### src/rtl/noc_packet_injector_if.sv
// Bundle between the core/router side and one packet injector: request,
// payload stream, flit output and status. The injector uses the master modport.
interface noc_packet_injector_if #(
    parameter int ID_X_W  = 2,
    parameter int ID_Y_W  = 2,
    parameter int DATA_W  = 32,
    parameter int VC_NUM  = 2,
    parameter int MAX_LEN = 16
);
    localparam int VC_W   = $clog2(VC_NUM);
    localparam int LEN_W  = $clog2(MAX_LEN + 1);
    localparam int FLIT_W = 2 + VC_W + DATA_W;

    logic [ID_X_W-1:0] src_x;
    logic [ID_Y_W-1:0] src_y;

    logic              req_valid;
    logic              req_ready;
    logic [ID_X_W-1:0] req_dest_x;
    logic [ID_Y_W-1:0] req_dest_y;
    logic [LEN_W-1:0]  req_len;

    logic              pl_valid;
    logic              pl_ready;
    logic [DATA_W-1:0] pl_data;

    logic              flit_valid;
    logic              flit_ready;
    logic [VC_NUM-1:0] vc_ready;
    logic [FLIT_W-1:0] flit;

    logic [15:0]       tx_pkt_cnt;

    modport master (
        input  src_x, src_y,
        input  req_valid, req_dest_x, req_dest_y, req_len,
        output req_ready,
        input  pl_valid, pl_data,
        output pl_ready,
        output flit_valid, flit, tx_pkt_cnt,
        input  flit_ready, vc_ready
    );

    modport slave (
        output src_x, src_y,
        output req_valid, req_dest_x, req_dest_y, req_len,
        input  req_ready,
        output pl_valid, pl_data,
        input  pl_ready,
        input  flit_valid, flit, tx_pkt_cnt,
        output flit_ready, vc_ready
    );
endinterface

### src/rtl/noc_packet_injector.sv
// NoC local-port injector: turns a packet request plus payload word stream into
// head/body/tail flits on a round-robin chosen VC, held stable under back-pressure.
module noc_packet_injector #(
    parameter int ID_X_W  = 2,
    parameter int ID_Y_W  = 2,
    parameter int DATA_W  = 32,
    parameter int VC_NUM  = 2,
    parameter int MAX_LEN = 16
) (
    input  logic                  noc_clk,
    input  logic                  noc_rst,
    noc_packet_injector_if.master bus
);
    localparam int VC_W   = $clog2(VC_NUM);
    localparam int LEN_W  = $clog2(MAX_LEN + 1);
    localparam int FLIT_W = 2 + VC_W + DATA_W;
    localparam int HEAD_W = 2 * ID_X_W + 2 * ID_Y_W + LEN_W;

    localparam logic [1:0] T_HEAD = 2'b00;
    localparam logic [1:0] T_BODY = 2'b01;
    localparam logic [1:0] T_TAIL = 2'b10;
    localparam logic [1:0] T_HT   = 2'b11;

    typedef enum logic [1:0] {IDLE, ALLOC, SEND} state_e;

    state_e            state_q, state_d;
    logic [ID_X_W-1:0] dest_x_q, dest_x_d;
    logic [ID_Y_W-1:0] dest_y_q, dest_y_d;
    logic [LEN_W-1:0]  len_q, len_d;
    logic [LEN_W-1:0]  rem_q, rem_d;
    logic [VC_W-1:0]   last_vc_q, last_vc_d;
    logic              flit_valid_q, flit_valid_d;
    logic [FLIT_W-1:0] flit_q, flit_d;
    logic [15:0]       cnt_q, cnt_d;

    logic              pl_ready;
    logic              pl_hs;
    logic              flit_hs;
    logic              vc_found;
    logic [VC_W-1:0]   vc_pick;
    logic [VC_W-1:0]   vc_idx;
    logic [DATA_W-1:0] head_data;

    // A new payload word may only be loaded once the current flit has left or is leaving.
    assign pl_ready = (state_q == SEND) && (rem_q != '0) && (!flit_valid_q || bus.flit_ready);
    assign pl_hs    = bus.pl_valid && pl_ready;
    assign flit_hs  = flit_valid_q && bus.flit_ready;

    always_comb begin
        vc_found = 1'b0;
        vc_pick  = last_vc_q;
        vc_idx   = last_vc_q;
        // Wrap-around search starting one past the last granted VC.
        for (int i = 1; i <= VC_NUM; i++) begin
            vc_idx = last_vc_q + VC_W'(i);
            if (!vc_found && bus.vc_ready[vc_idx]) begin
                vc_found = 1'b1;
                vc_pick  = vc_idx;
            end
        end
    end

    always_comb begin
        head_data               = '0;
        head_data[HEAD_W-1:0]   = {len_q, bus.src_y, bus.src_x, dest_y_q, dest_x_q};
    end

    always_comb begin
        state_d      = state_q;
        dest_x_d     = dest_x_q;
        dest_y_d     = dest_y_q;
        len_d        = len_q;
        rem_d        = rem_q;
        last_vc_d    = last_vc_q;
        flit_valid_d = flit_valid_q;
        flit_d       = flit_q;
        cnt_d        = cnt_q;
        case (state_q)
            IDLE: begin
                if (bus.req_valid) begin
                    dest_x_d = bus.req_dest_x;
                    dest_y_d = bus.req_dest_y;
                    len_d    = (bus.req_len > LEN_W'(MAX_LEN)) ? LEN_W'(MAX_LEN) : bus.req_len;
                    state_d  = ALLOC;
                end
            end
            ALLOC: begin
                if (vc_found) begin
                    last_vc_d    = vc_pick;
                    flit_valid_d = 1'b1;
                    flit_d       = {(len_q == '0) ? T_HT : T_HEAD, vc_pick, head_data};
                    rem_d        = len_q;
                    state_d      = SEND;
                end
            end
            SEND: begin
                if (pl_hs) begin
                    flit_valid_d = 1'b1;
                    flit_d       = {(rem_q == LEN_W'(1)) ? T_TAIL : T_BODY, last_vc_q, bus.pl_data};
                    rem_d        = rem_q - LEN_W'(1);
                end else if (flit_hs) begin
                    flit_valid_d = 1'b0;
                    if (rem_q == '0) begin
                        state_d = IDLE;
                        cnt_d   = cnt_q + 16'd1;
                    end
                end
            end
            default: state_d = IDLE;
        endcase
    end

    always_ff @(posedge noc_clk) begin
        if (noc_rst) begin
            state_q      <= IDLE;
            dest_x_q     <= '0;
            dest_y_q     <= '0;
            len_q        <= '0;
            rem_q        <= '0;
            last_vc_q    <= VC_W'(VC_NUM - 1);
            flit_valid_q <= 1'b0;
            flit_q       <= '0;
            cnt_q        <= '0;
        end else begin
            state_q      <= state_d;
            dest_x_q     <= dest_x_d;
            dest_y_q     <= dest_y_d;
            len_q        <= len_d;
            rem_q        <= rem_d;
            last_vc_q    <= last_vc_d;
            flit_valid_q <= flit_valid_d;
            flit_q       <= flit_d;
            cnt_q        <= cnt_d;
        end
    end

    assign bus.req_ready  = (state_q == IDLE);
    assign bus.pl_ready   = pl_ready;
    assign bus.flit_valid = flit_valid_q;
    assign bus.flit       = flit_q;
    assign bus.tx_pkt_cnt = cnt_q;
endmodule

### src/flat_wrapper.sv
// flat-port wrapper written by rule: the top's interface ports become plain ports
module noc_packet_injector_flat 
#(
    parameter int ID_X_W  = 2,
    parameter int ID_Y_W  = 2,
    parameter int DATA_W  = 32,
    parameter int VC_NUM  = 2,
    parameter int MAX_LEN = 16
)
  (noc_clk, noc_rst, bus_src_x, bus_src_y, bus_req_valid, bus_req_dest_x, bus_req_dest_y, bus_req_len, bus_req_ready, bus_pl_valid, bus_pl_data, bus_pl_ready, bus_flit_valid, bus_flit, bus_tx_pkt_cnt, bus_flit_ready, bus_vc_ready);
  noc_packet_injector_if #(.ID_X_W(ID_X_W), .ID_Y_W(ID_Y_W), .DATA_W(DATA_W), .VC_NUM(VC_NUM), .MAX_LEN(MAX_LEN)) bus_i ();
  input  logic noc_clk;
  input  logic noc_rst;
  input wire logic [$bits(bus_i.src_x)-1:0] bus_src_x;
  input wire logic [$bits(bus_i.src_y)-1:0] bus_src_y;
  input wire logic [$bits(bus_i.req_valid)-1:0] bus_req_valid;
  input wire logic [$bits(bus_i.req_dest_x)-1:0] bus_req_dest_x;
  input wire logic [$bits(bus_i.req_dest_y)-1:0] bus_req_dest_y;
  input wire logic [$bits(bus_i.req_len)-1:0] bus_req_len;
  output wire logic [$bits(bus_i.req_ready)-1:0] bus_req_ready;
  input wire logic [$bits(bus_i.pl_valid)-1:0] bus_pl_valid;
  input wire logic [$bits(bus_i.pl_data)-1:0] bus_pl_data;
  output wire logic [$bits(bus_i.pl_ready)-1:0] bus_pl_ready;
  output wire logic [$bits(bus_i.flit_valid)-1:0] bus_flit_valid;
  output wire logic [$bits(bus_i.flit)-1:0] bus_flit;
  output wire logic [$bits(bus_i.tx_pkt_cnt)-1:0] bus_tx_pkt_cnt;
  input wire logic [$bits(bus_i.flit_ready)-1:0] bus_flit_ready;
  input wire logic [$bits(bus_i.vc_ready)-1:0] bus_vc_ready;
  assign bus_i.src_x = bus_src_x;
  assign bus_i.src_y = bus_src_y;
  assign bus_i.req_valid = bus_req_valid;
  assign bus_i.req_dest_x = bus_req_dest_x;
  assign bus_i.req_dest_y = bus_req_dest_y;
  assign bus_i.req_len = bus_req_len;
  assign bus_req_ready = bus_i.req_ready;
  assign bus_i.pl_valid = bus_pl_valid;
  assign bus_i.pl_data = bus_pl_data;
  assign bus_pl_ready = bus_i.pl_ready;
  assign bus_flit_valid = bus_i.flit_valid;
  assign bus_flit = bus_i.flit;
  assign bus_tx_pkt_cnt = bus_i.tx_pkt_cnt;
  assign bus_i.flit_ready = bus_flit_ready;
  assign bus_i.vc_ready = bus_vc_ready;
  noc_packet_injector #(.ID_X_W(ID_X_W), .ID_Y_W(ID_Y_W), .DATA_W(DATA_W), .VC_NUM(VC_NUM), .MAX_LEN(MAX_LEN)) u_core (.noc_clk(noc_clk), .noc_rst(noc_rst), .bus(bus_i));
endmodule
### config.mk
export PLATFORM = sky130hd
export DESIGN_NAME = noc_packet_injector_flat
export DESIGN_NICKNAME = d
export VERILOG_FILES = /design/src/rtl/noc_packet_injector_if.sv /design/src/rtl/noc_packet_injector.sv /design/src/flat_wrapper.sv
export SDC_FILE = /design/constraint.sdc
export NUM_CORES = 1
export LEC_CHECK = 0
export CORE_ASPECT_RATIO = 0.75
export CORE_MARGIN = 2
export CORE_UTILIZATION = 40
export DETAILED_ROUTE_END_ITERATION = 6
export PLACE_DENSITY = 0.74
export SYNTH_ARGS = -nofsm -noshare
export SYNTH_HDL_FRONTEND = slang
export SYNTH_SLANG_ARGS = --single-unit
export TNS_END_PERCENT = 30
### constraint.sdc
create_clock -name noc_clk -period 1.9 [get_ports noc_clk]
set_input_delay 0.38 -clock noc_clk [delete_from_list [all_inputs] [get_ports noc_clk]]
set_output_delay 0.38 -clock noc_clk [all_outputs]
set_load 0.005 [all_outputs]
==> flow_summary.json <==
{
  "status": "complete, but fails checks",
  "violations": "negative setup slack",
  "vias_per_cell": 5.55,
  "gp_congestion": 0.790,
  "internal_power_mw": 3.67,
  "switching_share": 0.373,
  "cp-start-kind": "flop",
  "clkTransAtPathRegs_ns": 0.07,
  "pwr-share-comb": 0.519,
  "wl_met1_mm": 4.58,
  "portBuffers": 105,
  "path_max_fanout": 5,
  "end_kind": "flop",
  "fin_nets": 580,
  "holdWs_ns": 0.459,
  "setup_viol": 52,
  "yosysTopAreaCell": "dfxtp_1",
  "cts.sinks": 69,
  "antenna_found_initial": 0,
  "dp_hpwl_mm": 6.73,
  "drt_pre_antenna_iters": 4,
  "synth_area_leaders": "dfxtp_1 (43%), a21oi_1 (9.5%), mux2i_1 (4.7%), nand4_1 (4.5%), o21ai_0 (3.9%)",
  "slew_headroom": 0.639,
  "switchingPower_mw": 2.18,
  "required_ns": 2.17,
  "syn_avg_cell_area_um2": 8.60,
  "die_h_um": 81.8,
  "drc": 0,
  "die_area_um2": 8800,
  "num_rows": 28,
  "power_density_nw_per_um2": 1090,
  "worstPathArrival_ns": 2.42,
  "grt_pass1_wl_mm": 15.4,
  "synth_most_common_cell": "dfxtp_1",
  "syn-num-nets": 434,
  "finalClockSkew_ns": 0.00643,
  "finalPower_mw": 5.84,
  "fp.dieW_um": 108,
  "post-route-period-util": 1.13,
  "tightestPinTransition_ns": 0.540,
  "clkPwrFrac": 0.173,
  "p_seq_frac": 0.308,
  "synth_common_cells": "dfxtp_1 (69), a21oi_1 (61), o21ai_0 (25), nand4_1 (23), nand2_1 (22)",
  "grt_max_degree": 45,
  "crit_type": "flop to flop",
  "synth_ff_type": "dfxtp_1",
  "cts_root_buf": "clkbuf_8",
  "top_layer_used": "met4",
  "wire_per_inst_um": 17.1,
  "grt_pass1_vias": 3222,
  "finalHoldViolations": 0,
  "final_util": 0.681,
  "synth.distinct_cells": 47,
  "cts_tree": "built",
  "syn_area_um2": 3220,
  "wl_met3_um": 856,
  "antenna_cells": 0,
  "ys_seq_elements": 69,
  "synth_edf_count": 0,
  "peakVddDrop_v": 0.000922,
  "hold_class": "flop to flop",
  "synth_top_cell_area_share": 0.428,
  "ant_nets": 0,
  "tns_ns": -7.79,
  "fin_crit_ns": 2.14,
  "syn_inst": 375,
  "async_flop_share": 0,
  "cts_max_path_buffers": 2,
  "ys_seq_area_frac": 0.428,
  "maxCapViolations": 0,
  "dr_total_vias": 3495,
  "wl_met2_mm": 5.20,
  "grt_usage": 0.219,
  "start_util": 0.411,
  "rsz0062_at_grt": "true",
  "globalRouteOverflowTotal": 0,
  "cts_buffers": 9,
  "wl_mm": 10.8,
  "clk_latency_ns": 0.34,
  "drt_iter0_markers": 172,
  "areaGrowthSynthToFinish_pct": 65.7,
  "layout-drive-gt1-share": 0.246,
  "fin_ws_ns": -0.243,
  "h-tree-depth": 3,
  "leakage_nw": 1.83,
  "final_max_slew_viol_count": 0,
  "clock.fmax_ghz": 0.467,
  "ios": 106,
  "hold_buffers": 0,
  "core-area_um2": 7850,
  "yosysWarnings": 0
}
[power groups by stage]
stage                     clock (mW)  combinational (mW)  sequential, mW
after floorplan                    0                1.26            1.81
after global placement             0                2.25            1.80
after detailed placement           0                2.28            1.81
after CTS                       1.03                2.43            1.78
after global routing            1.11                3.26            1.81
final                           1.01                3.03            1.80
[final cells by class]
cell class,count,area (um2)
fill,615,2500
clock buffer,13,149
sequential,69,1390
tap,105,131
inverter,11,41.3
clock inverter,2,10.0
timing repair buffer,166,1670
multi-input combinational,264,1960
[sequential cells by signal (all words and copies together) (netlist names)]
signal and cells:
u_core.len_q 5, u_core.dest_y_q 2, u_core.rem_q 5, u_core.dest_x_q 2, u_core.bus.tx_pkt_cnt 16, u_core.state_q 2, u_core.last_vc_q 1, u_core.bus.flit_valid 1
u_core.bus.flit 35
[kinds of logic (layout without fill, tap and decap cells)]
logic type / Yosys count / after routing / share of synthesized area
flip-flops: 69 / 69 / 0.428
AND/OR/NAND/NOR: 115 / 115 / 0.202
AO/OA/AOI/OAI: 120 / 120 / 0.217
XOR/XNOR: 7 / 7 / 0.0190
multiplexers: 15 / 15 / 0.0466
buffers and inverters: 42 / 192 / 0.0598
adder cells (fa/ha/maj): 7 / 7 / 0.0272
[worst max-delay path, cell delays in order (launching register included)]
cell and delay (ns):
dfxtp_2 0.33, inv_2 0.07, ha_4 0.13, or4b_4 0.48, buf_6 0.15, buf_6 0.11
or2_4 0.25, or4_4 0.42, a21oi_2 0.13
[routing by layer]
| layer | global-route usage | vias up |
|---|---|---|
| li1 | - | 1682 |
| met1 | 0.279 | 1659 |
| met2 | 0.371 | 139 |
| met3 | 0.0643 | 15 |
| met4 | 0.0526 | 0 |
| met5 | 0 | - |
[per-stage QoR]
stage               std cells  setup WS, ns  cell area (um2)
global placement          598        -0.365             4670
detailed placement        598        -0.383             4670
CTS                       618        -0.235             4930
floorplan                 375      -0.00663             3280
global route              630        -0.285             5340
finish                    630        -0.243             5340
[cells in the final DEF, fill, tap and decap left out, types with 5 or more instances in the layout]
cell,instances
buf_4,42
xnor2_1,5
nand3_1,13
a211oi_1,9
nand4_1,23
a21oi_2,8
clkdlybuf4s50_1,103
nor2_1,15
a211oi_2,5
or4_1,5
mux2i_1,15
clkbuf_8,10
dfxtp_1,65
ha_1,5
buf_6,11
o21ai_0,22
buf_12,6
inv_1,7
nand2_1,22
a21oi_1,51
o31ai_1,6
[worst paths after layout]
path	startpoint	slack, ns	depth (start not counted)	to
worst min-delay path	u_core.dest_y_q[1]	0.46	2	u_core.dest_y_q[1]
worst min register to register	u_core.dest_y_q[1]	0.46	2	u_core.dest_y_q[1]
worst max-delay path	u_core.rem_q[1]	-0.24	8	u_core.bus.tx_pkt_cnt[15]
worst max register to register	u_core.rem_q[1]	-0.24	8	u_core.bus.tx_pkt_cnt[15]
[repair_timing]
action                                 CTS  global route
resized for setup                       23            49
setup endpoints to repair               28            53
endpoints found under the hold margin    0             0
cloned                                   0             3
pin swaps                                6            18
setup buffers                            5            10
Power figures use the tool's default switching activity.
